--- src/rtl/hdlc_line_monitor.sv ---
// Run-time HDLC line checker: flag/abort/idle detection, receiver strobe latency
// checks, sticky error flags and a saturating error counter. Define
// HDLC_MON_ALIGN_EN to build the payload byte-alignment checker.
module hdlc_line_monitor #(
  parameter int NCH       = 1,
  parameter int FLAG_LAT  = 2,
  parameter int ABORT_LAT = 2,
  parameter int IDLE_ONES = 15,
  parameter int CNT_W     = 16
) (
  input  logic             Clk,
  input  logic             Rst,
  input  logic             Enable,
  input  logic             ClearErr,
  input  logic [NCH-1:0]   Line,
  input  logic [NCH-1:0]   DutFlag,
  input  logic [NCH-1:0]   DutAbort,
  output logic [NCH-1:0]   ErrFlagMiss,
  output logic [NCH-1:0]   ErrAbortMiss,
  output logic [NCH-1:0]   ErrSpurious,
  output logic [NCH-1:0]   ErrAlign,
  output logic [NCH-1:0]   FrameOpen,
  output logic [CNT_W-1:0] ErrCnt
);

  // state     | meaning
  // S_IDLE    | line idle (IDLE_ONES ones seen) or monitor disabled
  // S_OPEN    | inside a frame, after an opening flag
  // S_ABORTED | abort seen, waiting for the next flag
  typedef enum logic [1:0] {S_IDLE, S_OPEN, S_ABORTED} state_t;

  // Wide enough for the counter plus a per-cycle sum of up to 64 events.
  localparam int ACC_W = CNT_W + 8;
  localparam logic [ACC_W-1:0] CNT_MAX = {{8{1'b0}}, {CNT_W{1'b1}}};

  state_t               state    [NCH];
  logic [4:0]           ones     [NCH];
  logic [4:0]           ones_nx  [NCH];
  logic [FLAG_LAT-1:0]  fpipe    [NCH];
  logic [FLAG_LAT-1:0]  fpipe_nx [NCH];
  logic [ABORT_LAT-1:0] apipe    [NCH];
  logic [ABORT_LAT-1:0] apipe_nx [NCH];
  logic [NCH-1:0]       seen_zero;
  logic [NCH-1:0]       flag_ev, abort_ev;
  logic [NCH-1:0]       miss_f, miss_a, spur, align_ev;
  logic [ACC_W-1:0]     ev_sum, acc;

  always_comb begin
    flag_ev  = '0;
    abort_ev = '0;
    miss_f   = '0;
    miss_a   = '0;
    spur     = '0;
    for (int i = 0; i < NCH; i++) begin
      flag_ev[i]  = Enable & ~Line[i] & seen_zero[i] & (ones[i] == 5'd6);
      abort_ev[i] = Enable &  Line[i] & seen_zero[i] & (ones[i] == 5'd6);
      if (!Line[i])
        ones_nx[i] = 5'd0;
      else if (ones[i] == 5'd31)
        ones_nx[i] = 5'd31;
      else
        ones_nx[i] = ones[i] + 5'd1;
      fpipe_nx[i]    = fpipe[i] << 1;
      fpipe_nx[i][0] = flag_ev[i];
      apipe_nx[i]    = apipe[i] << 1;
      apipe_nx[i][0] = abort_ev[i];
      miss_f[i] = Enable & fpipe[i][FLAG_LAT-1] & ~DutFlag[i];
      miss_a[i] = Enable & apipe[i][ABORT_LAT-1] & ~DutAbort[i];
      spur[i]   = Enable & ((DutFlag[i] & ~fpipe[i][FLAG_LAT-1]) |
                            (DutAbort[i] & ~apipe[i][ABORT_LAT-1]));
    end
  end

  always_comb begin
    ev_sum = '0;
    for (int i = 0; i < NCH; i++)
      ev_sum = ev_sum + ACC_W'(miss_f[i]) + ACC_W'(miss_a[i]) +
               ACC_W'(spur[i]) + ACC_W'(align_ev[i]);
    acc = ACC_W'(ErrCnt) + ev_sum;
  end

  always_ff @(posedge Clk or negedge Rst) begin
    if (!Rst) begin
      for (int i = 0; i < NCH; i++) begin
        state[i] <= S_IDLE;
        ones[i]  <= '0;
        fpipe[i] <= '0;
        apipe[i] <= '0;
      end
      seen_zero    <= '0;
      FrameOpen    <= '0;
      ErrFlagMiss  <= '0;
      ErrAbortMiss <= '0;
      ErrSpurious  <= '0;
      ErrCnt       <= '0;
    end else begin
      for (int i = 0; i < NCH; i++) begin
        if (!Enable) begin
          state[i]     <= S_IDLE;
          FrameOpen[i] <= 1'b0;
          ones[i]      <= '0;
          seen_zero[i] <= 1'b0;
          fpipe[i]     <= '0;
          apipe[i]     <= '0;
        end else begin
          ones[i]      <= ones_nx[i];
          seen_zero[i] <= seen_zero[i] | ~Line[i];
          fpipe[i]     <= fpipe_nx[i];
          apipe[i]     <= apipe_nx[i];
          // Idle detection overrides everything; events never coincide with it.
          if (ones_nx[i] >= 5'(IDLE_ONES)) begin
            state[i]     <= S_IDLE;
            FrameOpen[i] <= 1'b0;
          end else if (flag_ev[i]) begin
            state[i]     <= S_OPEN;
            FrameOpen[i] <= 1'b1;
          end else if (abort_ev[i] && state[i] != S_ABORTED) begin
            state[i]     <= S_ABORTED;
            FrameOpen[i] <= 1'b0;
          end
        end
      end

      if (ClearErr) begin
        ErrFlagMiss  <= '0;
        ErrAbortMiss <= '0;
        ErrSpurious  <= '0;
        ErrCnt       <= '0;
      end else begin
        ErrFlagMiss  <= ErrFlagMiss  | miss_f;
        ErrAbortMiss <= ErrAbortMiss | miss_a;
        ErrSpurious  <= ErrSpurious  | spur;
        ErrCnt       <= (acc > CNT_MAX) ? {CNT_W{1'b1}} : acc[CNT_W-1:0];
      end
    end
  end

`ifdef HDLC_MON_ALIGN_EN
  // bit_cnt[3] latches "at least 8", bit_cnt[2:0] is the count modulo 8.
  logic [3:0] bit_cnt [NCH];

  always_comb begin
    align_ev = '0;
    for (int i = 0; i < NCH; i++)
      align_ev[i] = flag_ev[i] & (state[i] == S_OPEN) & bit_cnt[i][3] &
                    (bit_cnt[i][2:0] != 3'd7);
  end

  always_ff @(posedge Clk or negedge Rst) begin
    if (!Rst) begin
      for (int i = 0; i < NCH; i++)
        bit_cnt[i] <= '0;
      ErrAlign <= '0;
    end else begin
      for (int i = 0; i < NCH; i++) begin
        if (!Enable || flag_ev[i])
          bit_cnt[i] <= '0;
        else if (state[i] == S_OPEN && !(!Line[i] && ones[i] == 5'd5))
          bit_cnt[i] <= {bit_cnt[i][3] | (bit_cnt[i][2:0] == 3'd7),
                         bit_cnt[i][2:0] + 3'd1};
      end
      if (ClearErr)
        ErrAlign <= '0;
      else
        ErrAlign <= ErrAlign | align_ev;
    end
  end
`else
  assign align_ev = '0;
  assign ErrAlign = '0;
`endif

endmodule

--- config.mk ---
export PLATFORM = sky130hd
export DESIGN_NAME = hdlc_line_monitor
export DESIGN_NICKNAME = d
export VERILOG_FILES = /design/src/rtl/hdlc_line_monitor.sv
export SDC_FILE = /design/constraint.sdc
export NUM_CORES = 1
export LEC_CHECK = 0
export BUFFER_PORTS_ARGS = -buffer_cell sky130_fd_sc_hd__buf_2
export CAP_MARGIN = 20
export CORE_MARGIN = 2
export CORE_UTILIZATION = 35
export DETAILED_ROUTE_END_ITERATION = 8
export REMOVE_ABC_BUFFERS = 1
export SLEW_MARGIN = 20
export SYNTH_ARGS = -nofsm -noshare
export SYNTH_HDL_FRONTEND = slang
export SYNTH_SLANG_ARGS = --single-unit
--- constraint.sdc ---
create_clock -name Clk -period 2.9 [get_ports Clk]
set_input_delay 0.145 -clock Clk [delete_from_list [all_inputs] [get_ports Clk]]
set_output_delay 0.145 -clock Clk [all_outputs]
set_load 0.01 [all_outputs]
### Yosys cells after proc, flatten, opt, wreduce, memory -nomap -nowiden

Index checks and enable logic that the tools add are counted.

| word-level totals | value |
|---|---|
| word-level logic and storage cells | 63 |
| register bits | 32 |
| output and inout bits | 21 |

| operators by class | value |
|---|---|
| reductions and logical operators | 1 |
| bitwise logic cells | 23 |
| magnitude comparators | 2 |
| add/sub/neg operators | 4 |
| equal/unequal tests | 4 |
| multiplexer cells | 19 |

Operators by type and width:

| operator | count |
|---|---|
| 16-bit two-way mux | 2 |
| 16-bit by 3-bit adder with 17-bit output | 1 |
| 17-bit by 16-bit > comparator with 1-bit output, second input constant | 1 |
| 5-bit two-way mux | 3 |
| 1-bit bitwise AND | 13 |
| 2-bit two-way mux | 6 |
| 1-bit two-way mux | 8 |
| 5-bit by 1-bit adder with 5-bit output, second input constant | 1 |
| 5-bit by 3-bit == test with 1-bit output, second input constant | 1 |
| 5-bit == test, second input constant | 1 |
| 5-bit by 4-bit >= comparator with 1-bit output, second input constant | 1 |
| 1-bit NOT | 5 |
| 1-bit bitwise OR | 5 |
| 4-bit by 1-bit != test with 1-bit output, second input constant | 1 |
| 2-bit by 1-bit adder with 3-bit output | 1 |
| 1-bit by 1-bit adder with 2-bit output | 1 |
| 2-bit != test, second input constant | 1 |
| 1-bit logical AND | 1 |

### Logic depth before layout (Yosys ltp)

| logic depth | value |
|---|---|
| depth in word-level cells | 9 |
| gate-level depth with buffers | 12 |

### Worst setup path before layout

Ideal clock, no wire load.

| path | value |
|---|---|
| path type | reg2reg |
| start | register fpipe[1] (netlist bit) |
| end | register ErrCnt[10] |
| library setup time | 78 ps |
| buffers on the path | 1 |
| arrival | 2622 ps |
| slack | 200 ps |
| data required time | 2822 ps |
| stages on the path, launching flop included | 12 |
| cell sequence | dfrtp_1 o22ai_1 and2_1 fa_1 ha_1 inv_1 fa_1 nand4b_4 nor4_4 nand3_2 buf_6 a21oi_1 |

| between the ends | value |
|---|---|
| cells in the longest elaborated chain, start to end | 9 |

Ends and longest elaborated chain:

| what | RTL line | text |
|---|---|---|
| start: declaration | 39 | `logic [FLAG_LAT-1:0] fpipe [NCH];` |
| start signal: indexed assignment | 108 | `fpipe[i] <= fpipe_nx[i];` |
| 1-bit NOT | 69 | `spur[i] = Enable & ((DutFlag[i] & ~fpipe[i][FLAG_LAT-1]) \|` |
| 1-bit bitwise AND | 69 |  |
| 1-bit bitwise OR | 69 |  |
| 1-bit bitwise AND | 69 |  |
| 2-bit by 1-bit adder with 3-bit output (*) | 77 | `ev_sum = ev_sum + ACC_W'(miss_f[i]) + ACC_W'(miss_a[i]) +` |
| 16-bit by 3-bit adder with 17-bit output (*) | 79 | `acc = ACC_W'(ErrCnt) + ev_sum;` |
| 17-bit by 16-bit > comparator with 1-bit output | 133 | `ErrCnt <= (acc > CNT_MAX) ? {CNT_W{1'b1}} : acc[CNT_W-1:0];` |
| 16-bit two-way mux (*) | 133 |  |
| 16-bit two-way mux (*) | 124 | `if (ClearErr) begin` |
| end signal: assignment | 133 |  |
| end: declaration | 23 | `output logic [CNT_W-1:0] ErrCnt` |

Mark *: on every way between the ends. The rest lies on a longest branch, timed or not.
A chain may end at the register's enable or synchronous reset.

### Worst setup path in the final report

| path | value |
|---|---|
| start | register fpipe[1] (netlist bit) |
| end | register ErrCnt[12] |

The elaborated chain is that of the path after synthesis.

==> results.md <==
- The clock slew at the register clock pins of the worst setup and hold paths is 0.06 ns.
- The initial DRC count is 50.
- The total wire length is 3175 µm.
- dfrtp_1 takes more of the synthesized area than any other cell.
- The worst min-delay path class is input port to register.
- STA classifies the critical path startpoint as a register.
- Static timing analysis puts the maximum clock frequency at 372.4 MHz.
- Yosys mapped the design onto 34 distinct sky130hd cell types.
- The all-layer global routing usage is 14.67%.
- The average footprint of a synthesized cell is 10.42 µm².
- The clock passes through at most 2 buffers.
- The portion of the post-synthesis area used by sequential elements is 50.38%.
- The antenna cell count is 0.
- The number of clock buffers inserted by TritonCTS is 5.
- In this run the tool buffered the top-level ports with 26 buffer cells.
- Setup repair after global routing left no endpoint under its margin.
- For this run the aggregate overflow at the end of global routing stands at 0.
- Counting the fill cells in the layout gives 395.
- The vias after detailed routing is 1150.
- Max-cap violations in this run came to 0.
- The half-perimeter wire length of the detailed placement result is 2193 µm.
- By startpoint and endpoint, the worst setup path is classified as register to register.
- The post-synthesis sequential element count is 30.
- The detailed-route wire length per cell is 14.17 µm.
- The antenna violation net count after detailed routing is 0.
- The iteration count of the initial detailed-routing pass is 4.
- The initial standard-cell utilization of the core is 36.73%.
- The number of antenna violations at the first check in global routing is 0.
- Dividing the detail-routed via count by the number of cells gives 5.134.
- Of all nets on the critical path, the largest fanout is 6.
- The fraction of the cycle the final worst path needs is 92.59%.
- The first global-routing pass estimated 5595 µm of wire.
- Compared with the post-synthesis result, the final layout area differs by 21.24%.
- The area of the multi-input gates is 706.9 µm².
- Buffers added to address setup during post-CTS repair amount to 0.
- The die is 69.25 µm tall.
- The wire length the detailed router placed on met1 is 1437 µm.
- The clock period could shrink to 2.685 ns.
- Wire segments on met2 add up to 1506 µm in the final route.
- For the pin with the worst max-slew slack, the measured transition is 0.6689 ns.
- The die covers 4796 µm².
- In this run the horizontal extent of the chip is 69.25 µm.
- Yosys attributes the largest share of cell area to dfrtp_1 (50%), a21oi_1 (6.7%), xnor2_1 (6.5%).
- The share of the core filled with cells is 44.53%.
- The count of unresolved DRC violations after routing is 0.
- STA puts the critical path data required time at 3.05 ns.
- Entering global routing, the biggest net connects 31 pins.
- The via count of the first global-routing pass is 1207.
- The number of hold violations in the final report is 0.
- The headroom to the max-slew limit is 55.40%.
- After layout, the design draws a total of 0.8052 mW.
- The worst-case IR drop observed on VDD is 271.7 µV.
- The total length of routed met3 wires is 164 µm.
- The master cell of the clock root buffer is clkbuf_8.
- The floorplan core area is 4058 µm².
- The cell count after synthesis came out at 143.
- The H-tree generated during clock tree synthesis spans 2 levels.
- After synthesis, the largest area contributor takes up 50.38% of total cell area.
- The number of placement rows is 23.
- Across the routed clock network, the largest skew measured is 0.003824 ns.
- The cell area that synthesis handed to floorplanning was 1490 µm².
- The clock latency on the worst-skew pair is 0.28 ns.
- The max-slew violation total from the final report is 0.
- The analysis attributes to cell leakage a power of 0.8807 nW.
- The clock net in this run drives a total of 30 sinks.
- The CTS tree is yes.
- The final net count is 188.
- The Yosys warning count is 0.
- Data arrives at the worst endpoint at 2.83 ns.
- Setup violations remaining at the end of the flow were counted as 0.
- The flip-flop and latch area is 750.7 µm².
- The I/O pin count is 28.
- In the final timing run, aggregate negative setup slack is 0 ns.
- The power density of the placed cells is 445.7 nW/µm².
- Routability-driven placement finished with a final weighted congestion of 0.7663.
- The flow ran to the end, and the final reports show no timing, DRC or antenna violations.
- The critical path capture point type is a register.
- The topmost layer with routed signal wires is met4.
- Cells with a size suffix above 1 make up 23.56% of the layout.
cell families after synthesis:
group / Yosys count / share of synthesized area [%]
other: 1 / 0.2516
buffers and inverters: 17 / 5.038
flip-flops: 30 / 50.38
AO/OA/AOI/OAI: 31 / 12.01
adder cells (fa/ha/maj): 7 / 6.717
XOR/XNOR: 12 / 7.053
AND/OR/NAND/NOR: 45 / 18.56
worst paths after layout:
check                           depth (start not counted)  slack [ns]              endpoint               start
worst max register to register                         11        0.21  ErrCnt[12]$_DFF_PN0_  fpipe[1]$_DFF_PN0_
worst min register to register                          1        0.45    apipe[1]$_DFF_PN0_  apipe[0]$_DFF_PN0_
worst min-delay path                                    2        0.08    fpipe[0]$_DFF_PN0_                Line
worst max-delay path                                   11        0.21  ErrCnt[12]$_DFF_PN0_  fpipe[1]$_DFF_PN0_
min in group asynchronous                               2        0.43  ErrCnt[12]$_DFF_PN0_                 Rst
max in group asynchronous                               2        2.03    fpipe[0]$_DFF_PN0_                 Rst
per-layer routing:
metal | vias to the layer above | global-route usage (%)
met4 | 0 | 6.536
met3 | 8 | 4.360
met1 | 556 | 17.82
li1 | 554 | -
met5 | - | 0
met2 | 32 | 24.04
cell usage after synthesis:
cell type / instances
nand4b_1: 1
buf_4: 1
and2_1: 4
conb_1: 1
dfrtp_1: 30
and4_1: 1
nor2_1: 11
clkbuf_1: 3
nand2_1: 5
a21oi_1: 20
a21o_1: 1
o22ai_1: 1
nor2b_1: 3
a211oi_1: 3
nor4_4: 1
ha_1: 4
maj3_1: 1
nor4_1: 4
nor3_1: 3
and3_1: 3
o21a_1: 1
a31o_2: 1
nand4_1: 3
inv_1: 12
a31oi_1: 3
xnor2_1: 11
nand3_1: 3
nand3_2: 1
xor2_1: 1
buf_6: 1
fa_1: 2
nand4b_4: 1
nor3b_1: 1
a21boi_0: 1
report_power, final:
part | switching [mW] | internal (mW)
Clock | 0.147 | 0.183
Sequential | 0.00489 | 0.425
Combinational | 0.0300 | 0.0164
Total | 0.182 | 0.624
critical path, stage by stage (launching register included):
cell and delay [ns]:
dfrtp_1 0.34, o22ai_1 0.09, and2_1 0.17, fa_1 0.48, ha_1 0.16, inv_1 0.06, fa_2 0.36, nand4b_4 0.21
buf_6 0.17, nor4_4 0.27, xnor2_1 0.16, a21oi_1 0.09
registers in the layout (all words and copies together), names as in the netlist:
name	count
fpipe	2
apipe	2
ErrSpurious	1
FrameOpen	1
seen_zero	1
ErrFlagMiss	1
ErrAbortMiss	1
ones	5
ErrCnt	16
cell usage in the layout, fill, tap and decap left out, drive strengths merged, types with 3 or more instances in the layout:
cell type / instances
nand3: 5
inv: 12
and2: 4
clkbuf: 6
nor2b: 3
ha: 4
xnor2: 11
nor2: 11
a31oi: 3
and3: 3
nor3: 3
dfrtp: 30
a21oi: 20
nand2: 5
nand4: 3
a211oi: 3
buf: 28
nor4: 5
final cells by class:
type / instances / area share, %
sequential: 30 / 41.55
clock buffer: 6 / 4.571
inverter: 12 / 2.493
multi-input combinational: 97 / 39.13
timing repair buffer: 29 / 8.795
tap: 50 / 3.463
stage by stage:
| step | instance area (µm²) | hold slack (ns) | std cells | setup slack [ns] |
|---|---|---|---|---|
| final | 1807 | 0.07510 | 224 | 0.2150 |
| after global routing | 1807 | 0.08902 | 224 | 0.02194 |
| after CTS | 1768 | 0.07310 | 223 | 0.01350 |
| after detailed placement | 1668 | 0.2212 | 216 | -0.02419 |
| after global placement | 1668 | 0.2134 | 216 | 0.08190 |
| after floorplan | 1460 | -0.1506 | 138 | 0.1991 |
repair_timing:
action,CTS,global route
resized for setup,1,5
hold buffers,1,0
endpoints found under the hold margin,30,0
endpoints found under the setup margin,9,14
cloned,0,1
pin swaps,0,3
Note: power is estimated with default switching activity, not from simulation.
